$ cat config.mk
export PLATFORM = sky130hd
export DESIGN_NAME = spi_master_tx_flat
export DESIGN_NICKNAME = d
export VERILOG_FILES = /design/src/rtl/spi_master_tx_if.sv /design/src/rtl/spi_master_tx.sv /design/src/flat_wrapper.sv
export SDC_FILE = /design/constraint.sdc
export NUM_CORES = 1
export LEC_CHECK = 0
export CORE_MARGIN = 5
export CORE_UTILIZATION = 55
export CTS_CLUSTER_SIZE = 25
export DETAILED_ROUTE_END_ITERATION = 8
export PLACE_DENSITY = 0.82
export REMOVE_ABC_BUFFERS = 1
export SETUP_SLACK_MARGIN = 0.2
export SLEW_MARGIN = 20
export SYNTH_ARGS = -nofsm -noshare
export SYNTH_HDL_FRONTEND = slang
export SYNTH_SLANG_ARGS = --single-unit
$ cat constraint.sdc
create_clock -name clk -period 3.6 [get_ports clk]
set_clock_uncertainty 0.1 [all_clocks]
set_input_delay 1.08 -clock clk [delete_from_list [all_inputs] [get_ports clk]]
set_output_delay 1.08 -clock clk [all_outputs]
set_load 0.01 [all_outputs]
$ cat src/rtl/spi_master_tx_if.sv
// rtl/spi_master_tx_if.sv - host and SPI-side signal bundle for spi_master_tx
//
// Purpose: groups the transaction handshake (start/busy/done), the two
// transmit words, the receive result and the four SPI wires.
// Ports (signals):
//   start     1   one-cycle transaction request (host -> master)
//   xdata_tx  16  word 0, sampled at acceptance
//   ydata_tx  16  word 1, sampled at acceptance
//   miso      1   serial data from the SPI slave
//   busy      1   transaction in progress
//   done      1   one-cycle end-of-transaction pulse
//   sclk      1   SPI clock, idles low
//   mosi      1   serial data to the slave, MSB first
//   cs_n      1   active-low chip select, one frame per word
//   rx_data   32  {word 0 received, word 1 received}
// Modports: master (the SPI master block), slave (host/bench side).

interface spi_master_tx_if;
  logic        start;
  logic [15:0] xdata_tx;
  logic [15:0] ydata_tx;
  logic        miso;
  logic        busy;
  logic        done;
  logic        sclk;
  logic        mosi;
  logic        cs_n;
  logic [31:0] rx_data;

  modport master (
    input  start, xdata_tx, ydata_tx, miso,
    output busy, done, sclk, mosi, cs_n, rx_data
  );

  modport slave (
    output start, xdata_tx, ydata_tx, miso,
    input  busy, done, sclk, mosi, cs_n, rx_data
  );
endinterface

$ cat src/rtl/spi_master_tx.sv
// rtl/spi_master_tx.sv - two-word SPI mode 0 transmit master (X then Y word)
//
// Purpose: on an accepted start, sends xdata_tx then ydata_tx as two separate
// 16-bit cs_n frames, MSB first, with CS_GAP idle cycles between the frames.
// Parameters:
//   CLK_DIV  sclk half-period in clk cycles (>= 2)
//   CS_GAP   cs_n-high cycles between the two frames (>= 1)
// Ports:
//   clk    system clock, rising edge
//   reset  synchronous active-high reset
//   bus    spi_master_tx_if.master (start, xdata_tx, ydata_tx, miso,
//          busy, done, sclk, mosi, cs_n, rx_data)
// Optional feature: define SPI_RX_CAPTURE_EN to capture miso into rx_data;
// without it rx_data is constant zero and miso is ignored.

module spi_master_tx #(
  parameter int CLK_DIV = 4,
  parameter int CS_GAP  = 8
) (
  input  logic            clk,
  input  logic            reset,
  spi_master_tx_if.master bus
);

  typedef enum logic [2:0] {IDLE, SETUP, SHIFT, HOLD, GAP, DONE} state_t;

  localparam logic [15:0] DIV_M1 = 16'(CLK_DIV - 1);
  localparam logic [15:0] GAP_M1 = 16'(CS_GAP - 1);

  state_t      r_state;
  logic [15:0] r_cnt;
  logic [3:0]  r_bit;
  logic        r_word;     // 0 while sending word 0, 1 while sending word 1
  logic [15:0] r_shift;    // current transmit word, MSB is the bit on mosi
  logic [15:0] r_ydata;
  logic        r_sclk;
  logic        r_mosi;
  logic        r_cs_n;
  logic        r_busy;
  logic        r_done;

  logic w_accept;
  logic w_div_end;

  // DONE counts as not busy, so a start in the done cycle is taken.
  assign w_accept  = bus.start && ((r_state == IDLE) || (r_state == DONE));
  assign w_div_end = (r_cnt == DIV_M1);

  always_ff @(posedge clk) begin
    if (reset) begin
      r_state <= IDLE;
      r_cnt   <= '0;
      r_bit   <= '0;
      r_word  <= 1'b0;
      r_shift <= '0;
      r_ydata <= '0;
      r_sclk  <= 1'b0;
      r_mosi  <= 1'b0;
      r_cs_n  <= 1'b1;
      r_busy  <= 1'b0;
      r_done  <= 1'b0;
    end else begin
      r_done <= 1'b0;
      case (r_state)
        IDLE, DONE: begin
          if (w_accept) begin
            r_state <= SETUP;
            r_cnt   <= '0;
            r_bit   <= '0;
            r_word  <= 1'b0;
            r_shift <= bus.xdata_tx;
            r_ydata <= bus.ydata_tx;
            r_cs_n  <= 1'b0;
            r_mosi  <= bus.xdata_tx[15];
            r_busy  <= 1'b1;
          end else begin
            r_state <= IDLE;
          end
        end
        SETUP: begin
          if (w_div_end) begin
            r_state <= SHIFT;
            r_cnt   <= '0;
          end else begin
            r_cnt <= r_cnt + 16'd1;
          end
        end
        SHIFT: begin
          if (w_div_end) begin
            r_cnt <= '0;
            if (!r_sclk) begin
              r_sclk <= 1'b1;
            end else begin
              // Falling edge: present the next bit, or end the frame.
              r_sclk <= 1'b0;
              if (r_bit == 4'd15) begin
                r_state <= HOLD;
              end else begin
                r_bit   <= r_bit + 4'd1;
                r_shift <= {r_shift[14:0], 1'b0};
                r_mosi  <= r_shift[14];
              end
            end
          end else begin
            r_cnt <= r_cnt + 16'd1;
          end
        end
        HOLD: begin
          if (w_div_end) begin
            r_cnt  <= '0;
            r_bit  <= '0;
            r_cs_n <= 1'b1;
            r_mosi <= 1'b0;
            if (!r_word) begin
              r_state <= GAP;
              r_word  <= 1'b1;
              r_shift <= r_ydata;
            end else begin
              r_state <= DONE;
              r_busy  <= 1'b0;
              r_done  <= 1'b1;
            end
          end else begin
            r_cnt <= r_cnt + 16'd1;
          end
        end
        GAP: begin
          if (r_cnt == GAP_M1) begin
            r_state <= SETUP;
            r_cnt   <= '0;
            r_cs_n  <= 1'b0;
            r_mosi  <= r_shift[15];
          end else begin
            r_cnt <= r_cnt + 16'd1;
          end
        end
        default: r_state <= IDLE;
      endcase
    end
  end

  assign bus.sclk = r_sclk;
  assign bus.mosi = r_mosi;
  assign bus.cs_n = r_cs_n;
  assign bus.busy = r_busy;
  assign bus.done = r_done;

`ifdef SPI_RX_CAPTURE_EN
  logic [15:0] r_rx_shift;
  logic [15:0] r_rx_w0;
  logic [31:0] r_rx_data;
  logic        w_sample;

  // First clk cycle of each sclk-high phase; miso is stable here in mode 0.
  assign w_sample = (r_state == SHIFT) && r_sclk && (r_cnt == 16'd0);

  always_ff @(posedge clk) begin
    if (reset) begin
      r_rx_shift <= '0;
      r_rx_w0    <= '0;
      r_rx_data  <= '0;
    end else begin
      if (w_sample) begin
        r_rx_shift <= {r_rx_shift[14:0], bus.miso};
      end
      if ((r_state == HOLD) && w_div_end) begin
        if (!r_word) begin
          r_rx_w0 <= r_rx_shift;
        end else begin
          r_rx_data <= {r_rx_w0, r_rx_shift};
        end
      end
    end
  end

  assign bus.rx_data = r_rx_data;
`else
  logic w_miso_unused;
  assign w_miso_unused = bus.miso;
  assign bus.rx_data   = 32'd0;
`endif

endmodule

$ cat src/flat_wrapper.sv
// flat-port wrapper written by rule: the top's interface ports become plain ports
module spi_master_tx_flat 
#(
  parameter int CLK_DIV = 4,
  parameter int CS_GAP  = 8
)
  (clk, reset, bus_start, bus_xdata_tx, bus_ydata_tx, bus_miso, bus_busy, bus_done, bus_sclk, bus_mosi, bus_cs_n, bus_rx_data);
  spi_master_tx_if bus_i ();
  input  logic clk;
  input  logic reset;
  input wire logic [$bits(bus_i.start)-1:0] bus_start;
  input wire logic [$bits(bus_i.xdata_tx)-1:0] bus_xdata_tx;
  input wire logic [$bits(bus_i.ydata_tx)-1:0] bus_ydata_tx;
  input wire logic [$bits(bus_i.miso)-1:0] bus_miso;
  output wire logic [$bits(bus_i.busy)-1:0] bus_busy;
  output wire logic [$bits(bus_i.done)-1:0] bus_done;
  output wire logic [$bits(bus_i.sclk)-1:0] bus_sclk;
  output wire logic [$bits(bus_i.mosi)-1:0] bus_mosi;
  output wire logic [$bits(bus_i.cs_n)-1:0] bus_cs_n;
  output wire logic [$bits(bus_i.rx_data)-1:0] bus_rx_data;
  assign bus_i.start = bus_start;
  assign bus_i.xdata_tx = bus_xdata_tx;
  assign bus_i.ydata_tx = bus_ydata_tx;
  assign bus_i.miso = bus_miso;
  assign bus_busy = bus_i.busy;
  assign bus_done = bus_i.done;
  assign bus_sclk = bus_i.sclk;
  assign bus_mosi = bus_i.mosi;
  assign bus_cs_n = bus_i.cs_n;
  assign bus_rx_data = bus_i.rx_data;
  spi_master_tx #(.CLK_DIV(CLK_DIV), .CS_GAP(CS_GAP)) u_core (.clk(clk), .reset(reset), .bus(bus_i));
endmodule
==> results of run 1 <==
logic make-up (layout without fill, tap and decap cells):
kind of cell,after synthesis,in the layout
simple gates,151,151
compound gates,113,113
xor+xnor,12,12
flops,61,61
other cells,1,32
mux,18,18
fa+ha+maj,2,2
buf+inv,68,71
cell usage after synthesis (11+ instances only):
library cell / count
o21ai_0: 12
nand4_1: 11
nand3_1: 12
nor2_1: 42
o2111ai_1: 17
dfxtp_1: 61
clkbuf_1: 21
buf_4: 33
nand2_1: 52
mux2i_1: 17
a21oi_1: 41
worst max path at each step:
stage	startpoint	end	slack (ns)	depth (start not counted)
floorplan	bus_start	u_core.r_cnt[0]	0.79	5
global placement	bus_start	u_core.r_cnt[13]	0.25	5
detailed placement	bus_start	u_core.r_shift[12]	0.43	8
CTS	bus_start	u_core.r_shift[4]	0.75	8
global route	bus_start	u_core.r_shift[9]	0.60	8
finish	bus_start	u_core.r_shift[4]	0.72	8
through the flow:
stage,hold slack [ns],instances,setup slack (ns),utilization
floorplan,0.327,395,0.792,-
global placement,0.344,522,0.254,0.607
detailed placement,0.350,522,0.430,0.607
CTS,0.358,537,0.749,0.635
global route,0.380,537,0.598,0.635
finish,0.359,537,0.722,0.635
layout make-up:
class,count,area [um^2]
inverters,6,22.5
clock buffers,11,151
multi-input cells,328,1980
repair buffers,50,468
flip-flops and latches,61,1220
fillers,547,2280
well taps,77,96.3
clock inverters,4,23.8
per-layer routing:
layer / vias up / share of wire
met2: 104 / 0.47
met4: 0 / 0.017
met3: 15 / 0.071
met1: 1466 / 0.44
li1: 1533 / -
met5: - / 0
power breakdown:
group	switching, mW	internal, mW
combinational	0.133	0.105
clock	0.271	0.281
sequential	0.0251	0.710
worst register-to-register path: stages, from the launching register on:
cell and delay, ns:
dfxtp_1 0.38, ha_1 0.26, nor4b_2 0.31, and4_1 0.41
o22ai_2 0.26, o21ai_1 0.70, nor2_1 0.11
state kept, by name (all words and copies together), names as in the netlist:
signal / cells
u_core.bus.busy: 1
u_core.bus.cs_n: 1
u_core.bus.done: 1
u_core.bus.mosi: 1
u_core.bus.sclk: 1
u_core.r_bit: 4
u_core.r_cnt: 16
u_core.r_shift: 16
u_core.r_state: 3
u_core.r_word: 1
u_core.r_ydata: 16
==> impl_summary.log, run 1 <==
INFO  metric status = finished clean
INFO  metric met1_usage = 0.283
INFO  metric ctsResizeCount = 0
INFO  metric global_route.overflow_total = 0
INFO  metric min_delay_path_depth = 2
INFO  metric met2_usage = 0.318
INFO  metric drive_above_1_share = 0.100
INFO  metric core = 6240 um^2
INFO  metric met3_usage = 0.0359
INFO  metric synth_top_area_share = 0.351
INFO  metric min_period_over_period = 0.799
INFO  metric criticalPathCategory = in2reg
INFO  metric finalCriticalPeriod = 2.88 ns
INFO  metric reg2reg_slack = 0.94 ns
INFO  metric timing.final.hold_violations = 0
INFO  metric design_area = 3960 um^2
INFO  metric class_of_the_worst_hold_path = reg2reg
INFO  metric root_buffer = clkbuf_8
INFO  metric critPathTopFamily = buffers and inverters
INFO  metric fin_nets = 494
INFO  metric design.portCount = 73
INFO  metric initial_utilization = 0.557
INFO  metric dp_hpwl = 5460 um
INFO  metric compound_gate_portion_of_the_synthesized_area = 0.235
INFO  metric post_synth_mux_area_share = 0.0522
INFO  metric main_area_contributors_after_synthesis = dfxtp_1 (35%), buf_4 (7.1%), a21oi_1 (5.9%), nand2_1 (5.6%), mux2i_1 (4.9%)
INFO  metric routed_via_density = 5.81
INFO  metric die_y = 89.5 um
INFO  metric seq_total_area_yosys = 0.351
INFO  metric wl_per_cell = 14.9 um
INFO  metric yosys.area_share.adder = 0.00720
INFO  metric antennaDiodeCount = 0
INFO  metric synth_cell_type_count = 54
INFO  metric grt_pass1_wl = 13,000 um
INFO  metric clock_tree.buffer_depth = 2
INFO  metric critical_path_required = 3.71 ns
INFO  metric ys_seq_elements = 61
INFO  metric clk_pin_slew = 0.07 ns
INFO  metric synth_enable_flop_cells = 0
INFO  metric first_global_vias = 2,820
INFO  metric postPlaceCellArea = 3790 um^2
INFO  metric path_buf_inv = 3
INFO  metric timing.slew.headroom = 0.471
INFO  metric synth_area_in_xor_xnor = 0.0302
INFO  metric combinational_family_with_the_most_area_after_synthesis = compound AO/OA/AOI/OAI gates
INFO  metric p_total = 1.52 mW
INFO  metric totalWireLength = 7980 um
INFO  metric htree_num_levels = 3
INFO  metric layout-area-overhead-vs-synth = 13.9%
INFO  metric grt_antenna_before_repair = 0
INFO  metric grt_start_max_net_pins = 45
INFO  metric cts_hold_buffers_added = 0
INFO  metric cts.sink_count = 61
INFO  metric worstPathArrival = 2.99 ns
INFO  metric clock_insertion_delay_worst_skew = 0.34 ns
INFO  metric critPathCaptureType = flop
INFO  metric routed-via-count = 3,118
INFO  metric critical_path_peak_fanout = 12
INFO  metric tightestPinTransition = 0.788 ns
INFO  metric tritoncts = done
INFO  metric grt_setup_unrepaired = false
INFO  metric avgSynthCellArea = 8.16 um^2
INFO  metric die-area = 8010 um^2
INFO  metric worst-r2r-cell-count = 6
INFO  metric setup_viol_count_final = 0
INFO  metric dr.pass1.iters = 4
INFO  metric ys.warnings.count = 0
INFO  metric cp_cell_sequence = clkdlybuf4s50_1, buf_4, nor2b_1, a311o_1, nand2_1, buf_4, o2111ai_1, o31ai_2
INFO  metric setup-tns-final = 0 ns
INFO  metric final-max-slew-violation-count = 0
INFO  metric drv.max_cap_violation_count = 0
INFO  metric synthesized_netlist_cell_count = 426
INFO  metric die_width = 89.5 um
INFO  metric synth_area = 3480 um^2
INFO  metric setup.worst_path.start_class = input pin
INFO  metric reg2reg_start = u_core.r_cnt[0]
INFO  metric layout_common_cells = dfxtp_1 (61), nand2_1 (52), nor2_1 (42)
INFO  metric grt_busiest_layer = met2
INFO  metric most_common_cell_after_layout_fill_and_taps_aside = dfxtp_1
INFO  metric cts_buffers = 9
INFO  metric synth_simple_gate_area_frac = 0.209
INFO  metric drt_first_iter_violations = 249
INFO  metric grtUsageTotal = 0.207
INFO  metric drc = 0
INFO  metric p_leak = 1.43 nW
INFO  metric power_density = 385 nW/um^2
INFO  metric timing.rr.end = u_core.r_cnt[13]
INFO  metric synth_largest_area_cell = dfxtp_1
INFO  metric postSynth.asyncResetShare = 0
INFO  metric hold_end = u_core.r_ydata[0]
INFO  metric most_instantiated_flip_flop_cell_in_the_synthesis_netlist = dfxtp_1
INFO  metric rows = 29
INFO  metric gp_congestion = 0.853
INFO  metric slowest_stage = clkdlybuf4s50_1
INFO  metric most_repeated_library_cell_on_the_critical_path = buf_4
INFO  metric post_cts_buffers = 0
INFO  metric port-buffer-count = 39
INFO  metric route.antenna.remaining_nets = 0
INFO  metric max-vdd-ir-drop = 214 uV
INFO  metric cp_peak_stage_delay = 0.52 ns
INFO  metric hold_path_startpoint = u_core.r_ydata[0]
INFO  metric maxClockFrequency = 347 MHz
Note: power is estimated with default switching activity, not from simulation.
==> run 2: changes to the inputs <==
--- a/config.mk
+++ b/config.mk
@@ -6,10 +6,10 @@
 export NUM_CORES = 1
 export LEC_CHECK = 0
 export CORE_MARGIN = 5
-export CORE_UTILIZATION = 55
+export CORE_UTILIZATION = 46
 export CTS_CLUSTER_SIZE = 25
 export DETAILED_ROUTE_END_ITERATION = 8
-export PLACE_DENSITY = 0.82
+export PLACE_DENSITY = 0.73
 export REMOVE_ABC_BUFFERS = 1
 export SETUP_SLACK_MARGIN = 0.2
 export SLEW_MARGIN = 20
==> constraint.sdc (replaced) <==
create_clock -name clk -period 2.5 [get_ports clk]
set_clock_uncertainty 0.1 [all_clocks]
set_input_delay 0.75 -clock clk [delete_from_list [all_inputs] [get_ports clk]]
set_output_delay 0.75 -clock clk [all_outputs]
set_load 0.01 [all_outputs]
==> run 2 against run 1 <==
Against the previous run:
- clock power increased by 97%
- clock-buffer cell count decreased by 2
- register-to-register slack got worse by 0.57 ns
- sequential cell count unchanged
- largest cell class unchanged
- die area increased by 17%
- global-route usage decreased by 2.9 points
- power increased by 65%
- first-iteration DRC count decreased by 20%
- combinational power increased by 58%
- sequential power increased by 43%
- worst setup slack got worse by 0.40 ns
- largest power group is now the clock network
==> impl_summary.log, run 2 (synthesis gave the netlist of run 1 again) <==
INFO  metric slowest_stage = clkdlybuf4s50_1
INFO  metric gp_congestion = 0.871 (+2.1%)
INFO  metric dp_hpwl = 5840 um (+7.1%)
INFO  metric die_width = 96.9 um (+8.3%)
INFO  metric drive_above_1_share = 0.153 (+0.0527)
INFO  metric critical_path_peak_fanout = 5 (-7)
INFO  metric most_common_cell_after_layout_fill_and_taps_aside = dfxtp_1
INFO  metric cp_cell_sequence = clkdlybuf4s50_1
INFO  metric tritoncts = done
INFO  metric reg_top3 = u_core.r_cnt x16, u_core.r_shift x16, u_core.r_ydata x16
INFO  metric grt_start_max_net_pins = 33 (-27%)
INFO  metric criticalPathCategory = reg2out
INFO  metric core = 7290 um^2 (+17%)
INFO  metric status = finished clean
INFO  metric totalWireLength = 8490 um (+6.3%)
INFO  metric wl_per_cell = 14.7 um (-1.0%)
INFO  metric initial_utilization = 0.477 (-0.0803)
INFO  metric cts_buffers = 9 (unchanged)
INFO  metric min_period_over_period = 0.872
INFO  metric routed_via_density = 5.57 (-4.1%)
INFO  metric grt_pass1_wl = 14,100 um (+8.6%)
INFO  metric final-max-slew-violation-count = 0 (unchanged)
INFO  metric fin_nets = 511 (+3.4%)
INFO  metric layout_common_cells = dfxtp_1 (60), nand2_1 (52), nor2_1 (42)
INFO  metric timing.rr.end = u_core.r_bit[2]
INFO  metric max-vdd-ir-drop = 312 uV (+46%)
INFO  metric reg2reg_start = u_core.r_cnt[0]
INFO  metric setup.worst_path.start_class = flop
INFO  metric finalCriticalPeriod = 2.18 ns
INFO  metric reg2reg_slack = 0.37 ns (-0.57 ns)
INFO  metric drc = 0 (unchanged)
INFO  metric p_leak = 1.55 nW (+8.2%)
INFO  metric post_cts_buffers = 0 (unchanged)
INFO  metric first_global_vias = 3,008 (+6.7%)
INFO  metric dr.pass1.iters = 5 (+1)
INFO  metric sequential_cell_area = 1220 um^2 (+0.10%)
INFO  metric die_y = 96.9 um (+8.3%)
INFO  metric routed-via-count = 3,213 (+3.0%)
INFO  metric rows = 31 (+6.9%)
INFO  metric setup-tns-final = 0 ns (unchanged)
INFO  metric layout-area-overhead-vs-synth = 22.0%
INFO  metric worst-r2r-cell-count = 6 (unchanged)
INFO  metric class_of_the_worst_hold_path = reg2reg
INFO  metric htree_num_levels = 3 (unchanged)
INFO  metric path_buf_inv = 1 (-2)
INFO  metric grt_antenna_before_repair = 0 (unchanged)
INFO  metric tightestPinTransition = 0.540 ns (-0.248 ns)
INFO  metric multiInputGateArea = 2020 um^2 (+2.0%)
INFO  metric cp_num_cells = 1 (-7)
INFO  metric grtUsageTotal = 0.178 (-0.0294)
INFO  metric cts_hold_buffers_added = 0 (unchanged)
INFO  metric clock_insertion_delay_worst_skew = 0.34 ns (about the same)
INFO  metric layout.filler_cells = 656 (+20%)
INFO  metric hold_end = u_core.r_ydata[15]
INFO  metric timing.slew.headroom = 0.639 (+0.168)
INFO  metric cts.sink_count = 61 (unchanged)
INFO  metric design.portCount = 73 (unchanged)
INFO  metric worstPathArrival = 1.33 ns (-1.66 ns)
INFO  metric drt_first_iter_violations = 200 (-20%)
INFO  metric antennaDiodeCount = 0 (unchanged)
INFO  metric grt_setup_unrepaired = false
INFO  metric drv.max_cap_violation_count = 0 (unchanged)
INFO  metric clock_tree.buffer_depth = 2 (unchanged)
INFO  metric setup_viol_count_final = 0 (unchanged)
INFO  metric die-area = 9400 um^2 (+17%)
INFO  metric timing.final.hold_violations = 0 (unchanged)
INFO  metric root_buffer = clkbuf_8
INFO  metric min_delay_path_depth = 2 (unchanged)
INFO  metric critical_path_required = 1.65 ns (-2.06 ns)
INFO  metric critPathCaptureType = output port
INFO  metric clk_pin_slew = 0.07 ns (about the same)
INFO  metric global_route.overflow_total = 0 (unchanged)
INFO  metric port-buffer-count = 39 (unchanged)
INFO  metric hold_path_startpoint = u_core.r_ydata[15]
INFO  metric power_density = 593 nW/um^2 (+54%)
INFO  metric critPathTopFamily = buffers and inverters
INFO  metric maxClockFrequency = 459 MHz
INFO  metric cp_peak_stage_delay = 0.57 ns (+0.05 ns)
INFO  metric worst_hold_slack = 0.355 ns (-0.00354 ns)
INFO  metric route.antenna.remaining_nets = 0 (unchanged)
==> run 2: where the power goes <==
part           internal (mW)  switching (mW)
sequential              1.02          0.0304
combinational          0.171           0.203
clock                  0.667           0.422
total                   1.86           0.656
==> run 2: metrics by stage <==
step	cell area [um^2]	instances	worst slack [ns]	util	power, mW
floorplan	3220	395	-0.176	-	1.27
global placement	3940	559	-0.118	0.540	1.43
detailed placement	3940	559	-0.109	0.540	1.44
CTS	4190	575	0.211	0.574	2.52
global route	4240	577	0.219	0.582	2.62
finish	4240	577	0.319	0.582	2.52
==> run 2: repair_timing <==
item | CTS | global route
cloned | 0 | 2
pin swaps | 0 | 3
resized for setup | 1 | 11
endpoints found under the setup margin | 2 | 32
==> run 2: cell type report <==
| type | instances | area share |
|---|---|---|
| repair buffers | 66 | 0.143 |
| clock buffers | 9 | 0.0292 |
| multi-input cells | 329 | 0.476 |
| flip-flops and latches | 61 | 0.288 |
| clock inverters | 7 | 0.0289 |
| well taps | 99 | 0.0292 |
| inverters | 6 | 0.00531 |
==> run 2: worst max path at each step <==
| stage | startpoint | end |
|---|---|---|
| detailed placement | bus_start | u_core.r_cnt[12] |
| CTS | u_core.r_cnt[0] | u_core.r_shift[2] |
| global route | u_core.r_cnt[0] | u_core.r_cnt[14] |
| finish | u_core.bus.sclk | bus_sclk |
| global placement | bus_start | u_core.r_cnt[12] |
| floorplan | u_core.r_state[0] | u_core.r_cnt[0] |
==> run 2: per-layer routing <==
layer | global-route usage | vias to the layer above | share of wire
met2 | 0.290 | 119 | 0.48
met1 | 0.224 | 1512 | 0.44
met3 | 0.0453 | 16 | 0.065
met4 | 0.0680 | 0 | 0.016
li1 | - | 1566 | -
met5 | 0 | - | 0
==> run 3: changes to the inputs <==
--- a/config.mk
+++ b/config.mk
@@ -5,6 +5,7 @@
 export SDC_FILE = /design/constraint.sdc
 export NUM_CORES = 1
 export LEC_CHECK = 0
+export CAP_MARGIN = 30
 export CORE_MARGIN = 5
 export CORE_UTILIZATION = 46
 export CTS_CLUSTER_SIZE = 25
==> results of run 3 <==
Same layout as run 2: the final DEF is identical, and so are final timing and power.
